File: src/rtl/matrix_chain.sv
// Daisy-chained 8x8 LED matrix driver: double-buffered frame store behind a Wishbone
// pipelined slave, serialised row by row onto a shift-clock / latch / data link.
module matrix_chain #(
   parameter int unsigned N_PANELS       = 2,
   parameter int unsigned CLK_DIV        = 4,
   parameter int unsigned DWELL_CYCLES   = 1000,
   parameter int unsigned ROW_ACTIVE_LOW = 0,
   parameter int unsigned COL_ACTIVE_LOW = 0
) (
   input  logic        clk,
   input  logic        reset,
   input  logic [1:0]  i_refresh_speed,
   output logic        o_matrix_clk,
   output logic        o_matrix_latch,
   output logic        o_matrix_mosi,
   input  logic        i_wb_cyc,
   input  logic        i_wb_stb,
   input  logic        i_wb_we,
   input  logic [7:0]  i_wb_addr,
   input  logic [3:0]  i_wb_sel,
   input  logic [31:0] i_wb_wdata,
   output logic        o_wb_ack,
   output logic        o_wb_stall,
   output logic [31:0] o_wb_rdata
);

   localparam int unsigned NBYTES = 8 * N_PANELS;
   localparam int unsigned SW     = 16 * N_PANELS;
   localparam int unsigned AW     = $clog2(NBYTES);
   localparam int unsigned BW     = $clog2(SW);
   localparam int unsigned DIVW   = (CLK_DIV > 1) ? $clog2(CLK_DIV) : 1;

   localparam logic [7:0]      BankLimit = 8'(NBYTES);
   localparam logic [7:0]      CtrlAddr  = 8'h80;
   localparam logic [DIVW-1:0] DivLast   = DIVW'(CLK_DIV - 1);
   localparam logic [BW-1:0]   BitLast   = BW'(SW - 1);

   typedef enum logic [2:0] {
      StLoad,
      StShiftLo,
      StShiftHi,
      StLatch,
      StDwell
   } state_e;

   state_e            state_q, state_d;
   logic [2:0]        row_q, row_d;
   logic [BW-1:0]     bit_q, bit_d;
   logic [DIVW-1:0]   div_q, div_d;
   logic [SW-1:0]     shift_q, shift_d;
   logic [31:0]       dwell_q, dwell_d;
   logic              front_q, front_d;
   logic              pending_q, pending_d;
   logic              ack_q;
   logic [31:0]       rdata_q, rdata_d;

   logic [7:0]        bank_q [2][NBYTES];

   logic              wb_req, in_range, is_ctrl, bank_we, ctrl_we;
   logic              back_sel, frame_end, swap;
   logic [AW-1:0]     wb_idx;
   logic [SW-1:0]     load_word;
   logic [31:0]       dwell_len;
   logic              mclk, mlatch, mmosi;
   logic              unused_wb;

   // ------------------------------------------------------------------
   // Wishbone slave
   // ------------------------------------------------------------------
   assign wb_req    = i_wb_cyc & i_wb_stb;
   assign in_range  = i_wb_addr < BankLimit;
   assign is_ctrl   = i_wb_addr == CtrlAddr;
   assign wb_idx    = i_wb_addr[AW-1:0];
   assign back_sel  = ~front_q;
   assign bank_we   = wb_req & i_wb_we & in_range & i_wb_sel[0];
   assign ctrl_we   = wb_req & i_wb_we & is_ctrl & i_wb_sel[0] & i_wb_wdata[0];
   assign unused_wb = ^{i_wb_sel[3:1], i_wb_wdata[31:8]};

   always_comb begin
      rdata_d = '0;
      if (wb_req && !i_wb_we) begin
         if (in_range) begin
            rdata_d = {24'b0, bank_q[back_sel][wb_idx]};
         end else if (is_ctrl) begin
            rdata_d = {31'b0, pending_q};
         end
      end
   end

   // Swap happens on the DWELL exit of row 7; a control write in that same cycle wins.
   assign frame_end = (state_q == StDwell) && (dwell_q == 32'd0) && (row_q == 3'd7);
   assign swap      = frame_end & pending_q;
   assign front_d   = front_q ^ swap;

   always_comb begin
      pending_d = pending_q;
      if (ctrl_we) begin
         pending_d = 1'b1;
      end else if (swap) begin
         pending_d = 1'b0;
      end
   end

   // Writes use the back index from before any same-cycle swap.
   always_ff @(posedge clk or posedge reset) begin
      if (reset) begin
         for (int b = 0; b < 2; b++) begin
            for (int i = 0; i < NBYTES; i++) begin
               bank_q[b][i] <= 8'h00;
            end
         end
      end else if (bank_we) begin
         bank_q[back_sel][wb_idx] <= i_wb_wdata[7:0];
      end
   end

   // ------------------------------------------------------------------
   // Shift word: farthest panel in the top bits so it leaves first
   // ------------------------------------------------------------------
   always_comb begin
      logic [7:0]    row_byte;
      logic [7:0]    col_byte;
      logic [AW-1:0] idx;
      load_word = '0;
      row_byte  = '0;
      col_byte  = '0;
      idx       = '0;
      for (int p = 0; p < N_PANELS; p++) begin
         idx      = AW'(p * 8 + int'(row_q));
         row_byte = 8'b1 << row_q;
         col_byte = bank_q[front_q][idx];
         if (ROW_ACTIVE_LOW != 0) begin
            row_byte = ~row_byte;
         end
         if (COL_ACTIVE_LOW != 0) begin
            col_byte = ~col_byte;
         end
         load_word[p*16 +: 16] = {row_byte, col_byte};
      end
   end

   assign dwell_len = 32'(DWELL_CYCLES) << i_refresh_speed;

   // ------------------------------------------------------------------
   // Display FSM
   // ------------------------------------------------------------------
   always_comb begin
      state_d = state_q;
      row_d   = row_q;
      bit_d   = bit_q;
      div_d   = div_q;
      shift_d = shift_q;
      dwell_d = dwell_q;
      mclk    = 1'b0;
      mlatch  = 1'b0;
      mmosi   = 1'b0;
      unique case (state_q)
         StLoad: begin
            shift_d = load_word;
            bit_d   = '0;
            div_d   = '0;
            state_d = StShiftLo;
         end
         StShiftLo: begin
            mmosi = shift_q[SW-1];
            if (div_q == DivLast) begin
               div_d   = '0;
               state_d = StShiftHi;
            end else begin
               div_d = div_q + 1'b1;
            end
         end
         StShiftHi: begin
            mclk  = 1'b1;
            mmosi = shift_q[SW-1];
            if (div_q == DivLast) begin
               div_d = '0;
               if (bit_q == BitLast) begin
                  state_d = StLatch;
               end else begin
                  bit_d   = bit_q + 1'b1;
                  shift_d = shift_q << 1;
                  state_d = StShiftLo;
               end
            end else begin
               div_d = div_q + 1'b1;
            end
         end
         StLatch: begin
            mlatch = 1'b1;
            if (div_q == DivLast) begin
               div_d   = '0;
               dwell_d = dwell_len - 32'd1;
               state_d = StDwell;
            end else begin
               div_d = div_q + 1'b1;
            end
         end
         StDwell: begin
            if (dwell_q == 32'd0) begin
               row_d   = row_q + 1'b1;
               state_d = StLoad;
            end else begin
               dwell_d = dwell_q - 32'd1;
            end
         end
         default: begin
            state_d = StLoad;
         end
      endcase
   end

   always_ff @(posedge clk or posedge reset) begin
      if (reset) begin
         state_q <= StLoad;
      end else begin
         state_q <= state_d;
      end
   end

   always_ff @(posedge clk or posedge reset) begin
      if (reset) begin
         row_q     <= '0;
         bit_q     <= '0;
         div_q     <= '0;
         shift_q   <= '0;
         dwell_q   <= '0;
         front_q   <= 1'b0;
         pending_q <= 1'b0;
         ack_q     <= 1'b0;
         rdata_q   <= '0;
      end else begin
         row_q     <= row_d;
         bit_q     <= bit_d;
         div_q     <= div_d;
         shift_q   <= shift_d;
         dwell_q   <= dwell_d;
         front_q   <= front_d;
         pending_q <= pending_d;
         ack_q     <= wb_req;
         rdata_q   <= rdata_d;
      end
   end

   // Link outputs decode straight from the state, so reset drops them asynchronously.
   assign o_matrix_clk   = mclk;
   assign o_matrix_latch = mlatch;
   assign o_matrix_mosi  = mmosi;
   assign o_wb_ack       = ack_q;
   assign o_wb_stall     = 1'b0;
   assign o_wb_rdata     = rdata_q;

endmodule

File: config.mk
export PLATFORM = sky130hd
export DESIGN_NAME = matrix_chain
export DESIGN_NICKNAME = d
export VERILOG_FILES = /design/src/rtl/matrix_chain.sv
export SDC_FILE = /design/constraint.sdc
export NUM_CORES = 1
export LEC_CHECK = 0
export ABC_CLOCK_PERIOD_IN_PS = 10300
export BUFFER_PORTS_ARGS = -buffer_cell sky130_fd_sc_hd__buf_2
export CAP_MARGIN = 40
export CORE_MARGIN = 1.5
export CORE_UTILIZATION = 41
export CTS_CLUSTER_DIAMETER = 80
export DETAILED_ROUTE_END_ITERATION = 8
export PLACE_DENSITY = 0.57
export SKIP_LAST_GASP = 1
export SYNTH_ARGS = -nofsm -noshare
export SYNTH_HDL_FRONTEND = slang
export SYNTH_SLANG_ARGS = --single-unit
File: constraint.sdc
create_clock -name clk -period 10.3 [get_ports clk]
set_input_delay 0.515 -clock clk [delete_from_list [all_inputs] [get_ports clk]]
set_output_delay 0.515 -clock clk [all_outputs]
set_load 0.1 [all_outputs]
==> flow_summary.yaml, run 1 <==
clock_network:
  post-cts-setup-buffers: 0
  clock_latency_ps: 570
  cts_sinks: 344
  clockRootBuffer: "clkbuf_16"
  ctsResizeCount: 0
  cts_tree: "done"
  numCtsBuffers: 41
  htreeDepth: 2
  clockBufferDepth: 3
  cts_hold_buf: 1
  clk_pin_slew_ps: 60
setup_path:
  r2r-start: "front_q$_DFF_PP0_"
  critPathCaptureType: "primary output"
  max_stage_delay_ps: 670
  regToRegSetupSlack_ps: 6770
  crit_path_end: "o_matrix_clk"
  arrival_ps: 3240
  cp.required_ps: 9790
  critPathKind: "flop to primary output"
  worst_r2r_endpoint: "o_wb_rdata[2]$_DFF_PP0_"
  r2r_cells: 7
  path_cells: "or3b_1, inv_1, buf_4, buf_2"
  cp-start-kind: "flop"
  startpoint: "state_q[1]$_DFFE_PP0P_"
  crit_path_max_fanout: 26
  critical-path-slowest-cell: "inv_1"
detailed_routing:
  ant_nets: 0
  drt_iter0_markers: 957
  routedWlPerCell_um: 23.5
  dr.pass1.iters: 5
  vias: 11800
  drc: 0
  vias_per_cell: 5.89
  wl_um: 46900
floorplanning:
  core_area_sq_um: 44200
  die-area_sq_um: 46100
  die_h_um: 215
  rows: 77
  start_util_pct: 41.5
  fp.dieW_um: 215
  ios: 88
sta:
  finalClockSkew_ps: 18.2
  min_period_ps: 3760
  rsz0062_at_grt: "false"
  slew_viol_final: 0
  maxSlewHeadroom_pct: 40.9
  tightest_slew_ps: 885
  hold_viol: 0
  fmax_mhz: 266
  finalSetupViolations: 0
  fin_crit_sh_pct: 36.5
  setup-tns-final_ps: 0
global_route:
  grt_use_total_pct: 20.8
  grt_overflow: 0
  grt_pass1_wl_um: 73400
  grt_start_max_net_pins: 117
  busiest_layer: "met2"
  met1_usage_pct: 29.1
  met2_usage_pct: 32.9
  antenna_found_initial: 2
  grt_pass1_vias: 11900
  grt_use_met3_pct: 3.30
synth:
  synth_seq_cells: 344
  async_reset_ff_share_pct: 100
  ys_seq_area_share_pct: 46.9
  synth_edf_count: 0
  ys_warn_count: 0
  netlist_area_sq_um: 18400
  synth.avg_cell_area_sq_um: 13.4
  synthFlopType: "dfrtp_1"
  syn_inst: 1370
  synth_cell_type_count: 76
pwr:
  clock_power_share_pct: 49.6
  pwr-share-seq_pct: 45.6
  leakagePower_uw: 0.00906
  p_sw_uw: 703
  peakVddDrop_uv: 106
  p_int_uw: 2280
  p_per_area_nw_per_um2: 146
  swShare_pct: 23.6
  pwr-share-comb_pct: 4.7
cells_and_area:
  final_nets: 1436
  multi_input_area_sq_um: 9100
  fin_area_sq_um: 20400
  fillers: 3942
  post-route-util_pct: 46.0
  drive_gt1_share_pct: 39.4
  regArea_sq_um: 8620
  syn_to_final_growth_pct: 10.8
place:
  place_area_sq_um: 19000
  routabilityCongestion: 0.825
  io_buffer_count: 35
  hpwl_um: 30100
run:
  drv_cap: 0
status:
  status: "finished clean"
min_path:
  worstHoldStart: "i_wb_stb"
  whs_path_depth: 2
  hp-class: "input pin to flop"
[worst min path at each step]
stage,endpoint
floorplan,bit_q[4]$_DFFE_PP0P_
global placement,bit_q[4]$_DFFE_PP0P_
detailed placement,bit_q[2]$_DFFE_PP0P_
CTS,o_wb_ack$_DFF_PP0_
global route,o_wb_ack$_DFF_PP0_
finish,o_wb_ack$_DFF_PP0_
[metal layers]
| layer | up-vias | wire, um |
|---|---|---|
| met5 | - | 7 |
| met3 | 86 | 2130 |
| met2 | 256 | 22400 |
| li1 | 5154 | - |
| met4 | 2 | 1160 |
| met1 | 6287 | 21300 |
[power groups by stage]
stage,registers [uW],logic (uW),clock network (uW)
finish,1360,141,1480
CTS,1360,143,1520
detailed placement,1380,142,0
global placement,1380,138,0
floorplan,1390,111,0
global route,1360,152,1570
[cells in the final DEF, fill, tap and decap left out, types with 4 or more instances in the layout]
cell type	n
mux2i_1	27
inv_1	11
xnor2_1	6
mux4_2	126
xor2_1	17
nand3_1	27
a211oi_1	11
clkbuf_8	11
o21a_1	4
ha_1	10
nor2b_1	14
a22oi_1	37
mux2_2	256
nor3_1	11
buf_4	18
clkinv_2	7
o211ai_1	10
nand4_1	8
dfrtp_1	342
a221oi_1	12
buf_2	34
nand2b_1	8
o21ai_0	16
nor2_1	75
clkbuf_1	7
nor2_2	18
nand2_1	61
clkbuf_16	43
conb_1	25
a21oi_1	61
[final cells by class]
class	count	share of cell area, %
diodes	1	0.0123
clock buffers	61	6.16
clock inverters	14	0.664
inverters	12	0.258
multi-input cells	916	44.7
flip-flops and latches	344	42.3
well taps	592	3.64
repair buffers	60	2.24
[cells in the mapped netlist (3+ instances only)]
library cell	n	area (sq um)
dfrtp_1	344	8610
mux2_2	256	2880
mux4_2	126	2840
nor2_1	76	285
a21oi_1	61	305
nand2_1	61	229
clkbuf_1	44	165
buf_4	43	323
a22oi_1	37	278
mux2i_1	27	270
nand3_1	27	135
buf_2	25	125
nor2_2	17	106
xor2_1	17	149
o21ai_0	16	80.1
nor2b_1	14	87.6
a221oi_1	12	105
inv_1	12	45.0
a211oi_1	11	82.6
nor3_1	11	55.1
ha_1	10	125
o211ai_1	10	75.1
nand2b_1	8	50.1
nand4_1	8	50.1
buf_6	7	78.8
xnor2_1	6	52.6
o21a_1	4	30.0
and2_1	3	18.8
and3_1	3	18.8
and4_1	3	26.3
buf_1	3	11.3
nand2_2	3	18.8
nor4_1	3	18.8
o221ai_1	3	26.3
o311ai_0	3	26.3
[cell families after synthesis]
group / after synthesis / share of synthesized area [%]
compound gates: 182 / 6.66
xor+xnor: 23 / 1.10
fa+ha+maj: 10 / 0.681
buf+inv: 134 / 4.07
flops: 344 / 46.9
mux: 410 / 32.7
other cells: 1 / 0.0204
simple gates: 266 / 7.90
[sequential cells by signal, summed over array words and instances (netlist names)]
| name | flops |
|---|---|
| bank_q | 256 |
| dwell_q | 32 |
| shift_q | 32 |
| o_wb_rdata | 8 |
| bit_q | 5 |
| row_q | 3 |
| state_q | 3 |
| div_q | 2 |
| front_q | 1 |
| o_wb_ack | 1 |
| pending_q | 1 |
[worst max-delay path, delay by kind of cell (launching register included)]
kind	cells	cell delay, ps
buf+inv	3	1590
flops	1	610
simple gates	1	470
[through the flow]
step	instances	worst slack [ps]	power [uW]	hold slack [ps]
after detailed placement	1923	6350	1530	431
after CTS	1999	6520	3020	176
after global routing	2000	6420	3080	187
final	2000	6540	2980	206
after floorplan	1394	248	1500	445
after global placement	1915	6340	1520	472
(Power assumes the default switching activity.)
==> run 2, diff against run 1 <==
ABC_CLOCK_PERIOD_IN_PS = 3060   (was 10300)
clock period = 3.06 ns   (was 10.3 ns; I/O delays follow)
==> run 2 against run 1 <==
Against the previous run:
- register-to-register slack worse by 6500 ps
- clock power rose to 3.2 times the previous value
- routed wire length up 1.6%
- hold slack worse by 140 ps
- via count up 0.42%
- clock-buffer cell count unchanged
- combinational power rose to 3.5 times the previous value
- largest power group unchanged
- non-clock buffer count up 41
- sequential power rose to 3.4 times the previous value
==> flow_summary.yaml, run 2 (synthesis results as in run 1) <==
setup_path:
  arrival_ps: 3190
  cp-start-kind: "flop"
  crit_path_max_fanout: 24
  cp.required_ps: 3480
  critPathKind: "flop to flop"
  critPathCaptureType: "flop"
  regToRegSetupSlack_ps: 290
cells_and_area:
  final_nets: 1475
  reg.largest.list: "bank_q (256), dwell_q (32), shift_q (32)"
  final_cells: 2037
  fillers: 4000
  drive_gt1_share_pct: 40.3
  n_antenna_cell: 0
  final_cell_mix: "342 x dfrtp_1, 256 x mux2_2, 126 x mux4_2, 76 x nor2_1"
  largest_reg_flops: 256
  layout_commonest_cell: "dfrtp_1"
  syn_to_final_growth_pct: 12.0
  regMostFlops: "bank_q"
global_route:
  grt_use_total_pct: 21.0
  antenna_found_initial: 0
  grt_pass1_wl_um: 74900
  grt_pass1_vias: 12100
  grt_start_max_net_pins: 94
  grt_overflow: 0
place:
  routabilityCongestion: 0.820
  place_ws_ps: 533
  hpwl_um: 31600
  io_buffer_count: 35
  placedCellCount: 1957
clock_network:
  ctsResizeCount: 0
  post-cts-setup-buffers: 0
  cts_sinks: 344
  htreeDepth: 2
  numCtsBuffers: 39
  clockBufferDepth: 3
  cts_tree: "done"
  clock_latency_ps: 550
  clk_pin_slew_ps: 60
  clockRootBuffer: "clkbuf_16"
pwr:
  leakagePower_uw: 0.00921
  power_uw: 9730
  peakVddDrop_uv: 371
  p_per_area_nw_per_um2: 473
detailed_routing:
  drc: 0
  wl_um: 47700
  dr.pass1.iters: 4
  drt_iter0_markers: 896
  vias_per_cell: 5.81
  routedWlPerCell_um: 23.4
  vias: 11800
  ant_nets: 0
floorplanning:
  die_h_um: 215
  core_area_sq_um: 44200
  start_util_pct: 41.5
  rows: 77
  die-area_sq_um: 46100
  fp.dieW_um: 215
  ios: 88
sta:
  maxSlewHeadroom_pct: 42.1
  timing.final.ws_setup_ps: 295
  tightest_slew_ps: 868
  fmax_mhz: 362
  fin_crit_sh_pct: 90.4
  hold_viol: 0
  slew_viol_final: 0
  setup-tns-final_ps: 0
  finalClockSkew_ps: 27.5
  finalSetupViolations: 0
  min_period_ps: 2770
  rsz0062_at_grt: "false"
run:
  drv_cap: 0
min_path:
  hp-class: "input pin to flop"
status:
  status: "finished clean"
run 2: changes by cell type in the layout (fill, tap and decap cells not counted), sizes merged:
| cell | before | now |
|---|---|---|
| buf | 59 | 93 |
| dlygate4sd3 | 1 | 8 |
| clkinvlp | 3 | 1 |
| bufinv | 2 | 1 |
| clkinv | 8 | 7 |
| diode | 1 | 0 |
| inv | 13 | 14 |
run 2: metrics by stage:
step           hold slack [ps]  util, %  area, sq um
2_1_floorplan              296        -        18500
3_3_place_gp               227     43.4        19200
3_5_place_dp               227     43.4        19200
4_1_cts                   23.0     46.5        20600
5_1_grt                   71.5     46.5        20600
6_report                  61.9     46.5        20600
run 2: worst max-delay path, cell delays in order (launching register included):
cell and delay, ps:
dfrtp_4 720, buf_4 400, nor2b_1 360, a22oi_1 140
nand3_1 130, a41o_1 230, o21ai_0 100, dlygate4sd3_1 550
run 2: what timing repair did:
item	in CTS	in global routing
setup endpoints to repair	0	0
hold buffers	8	0
hold endpoints to repair	16	0
run 2: power breakdown:
part           switching, uW  internal (uW)
registers               11.7           4560
clock network           1920           2750
logic                    389           97.8
run 2: layout make-up:
type                    instances  area, sq um  share of cell area, %
clock buffers                  61         1180                   5.73
clock inverters                11         97.6                  0.475
inverters                      12         48.8                  0.237
multi-input cells             916         9100                   44.3
flip-flops and latches        344         8620                   41.9
well taps                     592          741                   3.60
repair buffers                101          781                   3.80
run 2: routing by layer:
layer / wire, um / track usage (%) / up-vias
li1: - / - / 5238
met5: 0 / 0 / -
met1: 22200 / 30.4 / 6291
met3: 2170 / 3.29 / 61
met4: 1090 / 5.73 / 0
met2: 22200 / 32.9 / 244
run 2: final timing paths:
| check | to | cells past startpoint | from |
|---|---|---|---|
| max | o_wb_rdata[0]$_DFF_PP0_ | 7 | front_q$_DFF_PP0_ |
| min | dwell_q[6]$_DFFE_PP0P_ | 4 | i_refresh_speed[0] |
| max reg2reg | o_wb_rdata[0]$_DFF_PP0_ | 7 | front_q$_DFF_PP0_ |
| min reg2reg | bit_q[4]$_DFFE_PP0P_ | 2 | bit_q[4]$_DFFE_PP0P_ |
| max in group asynchronous | dwell_q[14]$_DFFE_PP0P_ | 4 | reset |
| min in group asynchronous | bank_q[255]$_DFFE_PP0P_ | 3 | reset |
==> run 3, diff against run 2 <==
CORE_UTILIZATION = 55   (was 41)
PLACE_DENSITY = 0.73   (was 0.57)
==> run 3 against run 2 <==
Against the previous run:
- die area down 25%
- global-route usage up 6.4 points
- clock skew down 4.9 ps
- maximum frequency up 1.4%
- largest cell class unchanged
- critical endpoint is now o_matrix_clk
- clock power down 1%
- register-to-register slack better by 250 ps
- hold slack worse by 43 ps
- via count up 2.5%
- cell count down 8.6%
- routed wire length down 5.6%
- setup slack better by 38 ps
==> flow_summary.yaml, run 3 (synthesis results as in run 1) <==
clock_network:
  cts_tree: "done"
  clk_pin_slew_ps: 60
  clock_latency_ps: 530
  cts_sinks: 344
  clockRootBuffer: "clkbuf_16"
  numCtsBuffers: 38
  cts_hold_buf: 5
  post-cts-setup-buffers: 0
  htreeDepth: 2
  ctsResizeCount: 0
  clockBufferDepth: 3
global_route:
  met1_usage_pct: 38.8
  grt_pass1_vias: 12300
  grt_start_max_net_pins: 84
  grt_overflow: 0
  grt_pass1_wl_um: 71300
  grt_use_total_pct: 27.4
  antenna_found_initial: 2
  busiest_layer: "met2"
  met2_usage_pct: 42.4
  grt_use_met3_pct: 5.50
sta:
  fin_crit_sh_pct: 89.1
  rsz0062_at_grt: "false"
  slew_viol_final: 0
  fmax_mhz: 367
  min_period_ps: 2730
  finalClockSkew_ps: 22.6
  tightest_slew_ps: 837
  maxSlewHeadroom_pct: 44.1
  hold_viol: 0
  finalSetupViolations: 0
floorplanning:
  ios: 88
  die_h_um: 186
  fp.dieW_um: 186
  die-area_sq_um: 34500
  core_area_sq_um: 32700
  rows: 66
  start_util_pct: 56.2
pwr:
  peakVddDrop_uv: 396
  clock_power_share_pct: 47.7
  p_int_uw: 7460
  leakagePower_uw: 0.00911
  pwr-share-seq_pct: 47.3
  pwr-share-comb_pct: 4.9
  p_per_area_nw_per_um2: 477
  swShare_pct: 22.9
  p_sw_uw: 2210
setup_path:
  max_stage_delay_ps: 570
  critPathTopFamily: "buffers and inverters"
  arrival_ps: 2570
  cp-start-kind: "flop"
  cp.required_ps: 2910
  crit_path_max_fanout: 16
  critPathKind: "flop to primary output"
  critPathCaptureType: "primary output"
  path_cells: "or3b_1, inv_1, buf_4, buf_12"
  crit_buf_inv: 3
  critical-path-slowest-cell: "dfrtp_1"
cells_and_area:
  fin_area_sq_um: 20300
  syn_to_final_growth_pct: 10.3
  post-route-util_pct: 62.0
  final_cell_mix: "342 x dfrtp_1, 256 x mux2_2, 126 x mux4_2, 76 x nor2_1"
  layout_commonest_cell: "dfrtp_1"
  final_nets: 1455
  regMostFlops: "bank_q"
  drive_gt1_share_pct: 39.6
  largest_reg_flops: 256
  fillers: 2457
  reg.largest.list: "bank_q (256), dwell_q (32), shift_q (32)"
detailed_routing:
  drc: 0
  ant_nets: 0
  vias_per_cell: 6.52
  dr.pass1.iters: 5
  vias: 12100
  drt_iter0_markers: 1010
  wl_um: 45000
  routedWlPerCell_um: 24.2
run:
  drv_cap: 0
status:
  status: "finished clean"
min_path:
  hp-class: "input pin to flop"
place:
  io_buffer_count: 35
  place_area_sq_um: 19000
  hpwl_um: 29600
  routabilityCongestion: 0.859
run 3: cell count changes in the layout (fill, tap and decap cells not counted), moves of 2 or more:
| cell | previous run | this run |
|---|---|---|
| clkbuf_1 | 10 | 8 |
| buf_4 | 52 | 33 |
| clkbuf_8 | 12 | 9 |
| dlygate4sd3_1 | 8 | 5 |
| inv_6 | 3 | 1 |
| buf_12 | 7 | 11 |
| bufinv_16 | 1 | 3 |
| clkinv_2 | 6 | 4 |
run 3: layout make-up:
cell class | instances | area (sq um) | share of cell area, %
multi-input cells | 916 | 9100 | 44.9
inverters | 12 | 48.8 | 0.241
clock buffers | 56 | 1130 | 5.58
well taps | 442 | 553 | 2.73
clock inverters | 9 | 126 | 0.624
diodes | 1 | 2.50 | 0.0124
repair buffers | 82 | 683 | 3.37
flip-flops and latches | 344 | 8620 | 42.5
run 3: per-stage QoR:
step / power, uW / hold WS (ps) / TNS [ps] / worst slack [ps] / cells
after floorplan: 5040 / 296 / -583250 / -1700 / 1394
after global placement: 5130 / 230 / 0 / 581 / 1790
after detailed placement: 5130 / 243 / 0 / 576 / 1791
after CTS: 9740 / 11.5 / 0 / 333 / 1861
after global routing: 9940 / 49.3 / 0 / 237 / 1861
final: 9670 / 19.2 / 0 / 333 / 1862
run 3: layer usage:
metal  routed length (um)  share of wire, %
met5                    8             0.018
met4                 1400               3.1
met3                 3540               7.9
met2                21100                47
met1                19000                42
run 3: tightest hold or removal path, stage by stage:
cell and delay (ps):
buf_2 130, nand2b_1 70, nand3_1 70, o311ai_0 90
run 3: path summary, 6_finish.rpt:
| check | endpoint | start | cells after the start | slack [ps] |
|---|---|---|---|---|
| max | o_matrix_clk | state_q[1]$_DFFE_PP0P_ | 4 | 330 |
| min | dwell_q[6]$_DFFE_PP0P_ | i_refresh_speed[1] | 4 | 20 |
| max reg2reg | dwell_q[22]$_DFFE_PP0P_ | state_q[2]$_DFFE_PP0P_ | 8 | 540 |
| min reg2reg | bit_q[4]$_DFFE_PP0P_ | bit_q[4]$_DFFE_PP0P_ | 2 | 480 |
| max in group asynchronous | bank_q[158]$_DFFE_PP0P_ | reset | 4 | 1870 |
| min in group asynchronous | shift_q[2]$_DFFE_PP0P_ | reset | 3 | 240 |
run 3: power by group through the flow:
stage / logic, uW / clock network [uW] / registers (uW)
floorplan: 374 / 0 / 4660
global placement: 469 / 0 / 4660
detailed placement: 474 / 0 / 4660
CTS: 481 / 4690 / 4580
global route: 516 / 4850 / 4580
finish: 478 / 4620 / 4580
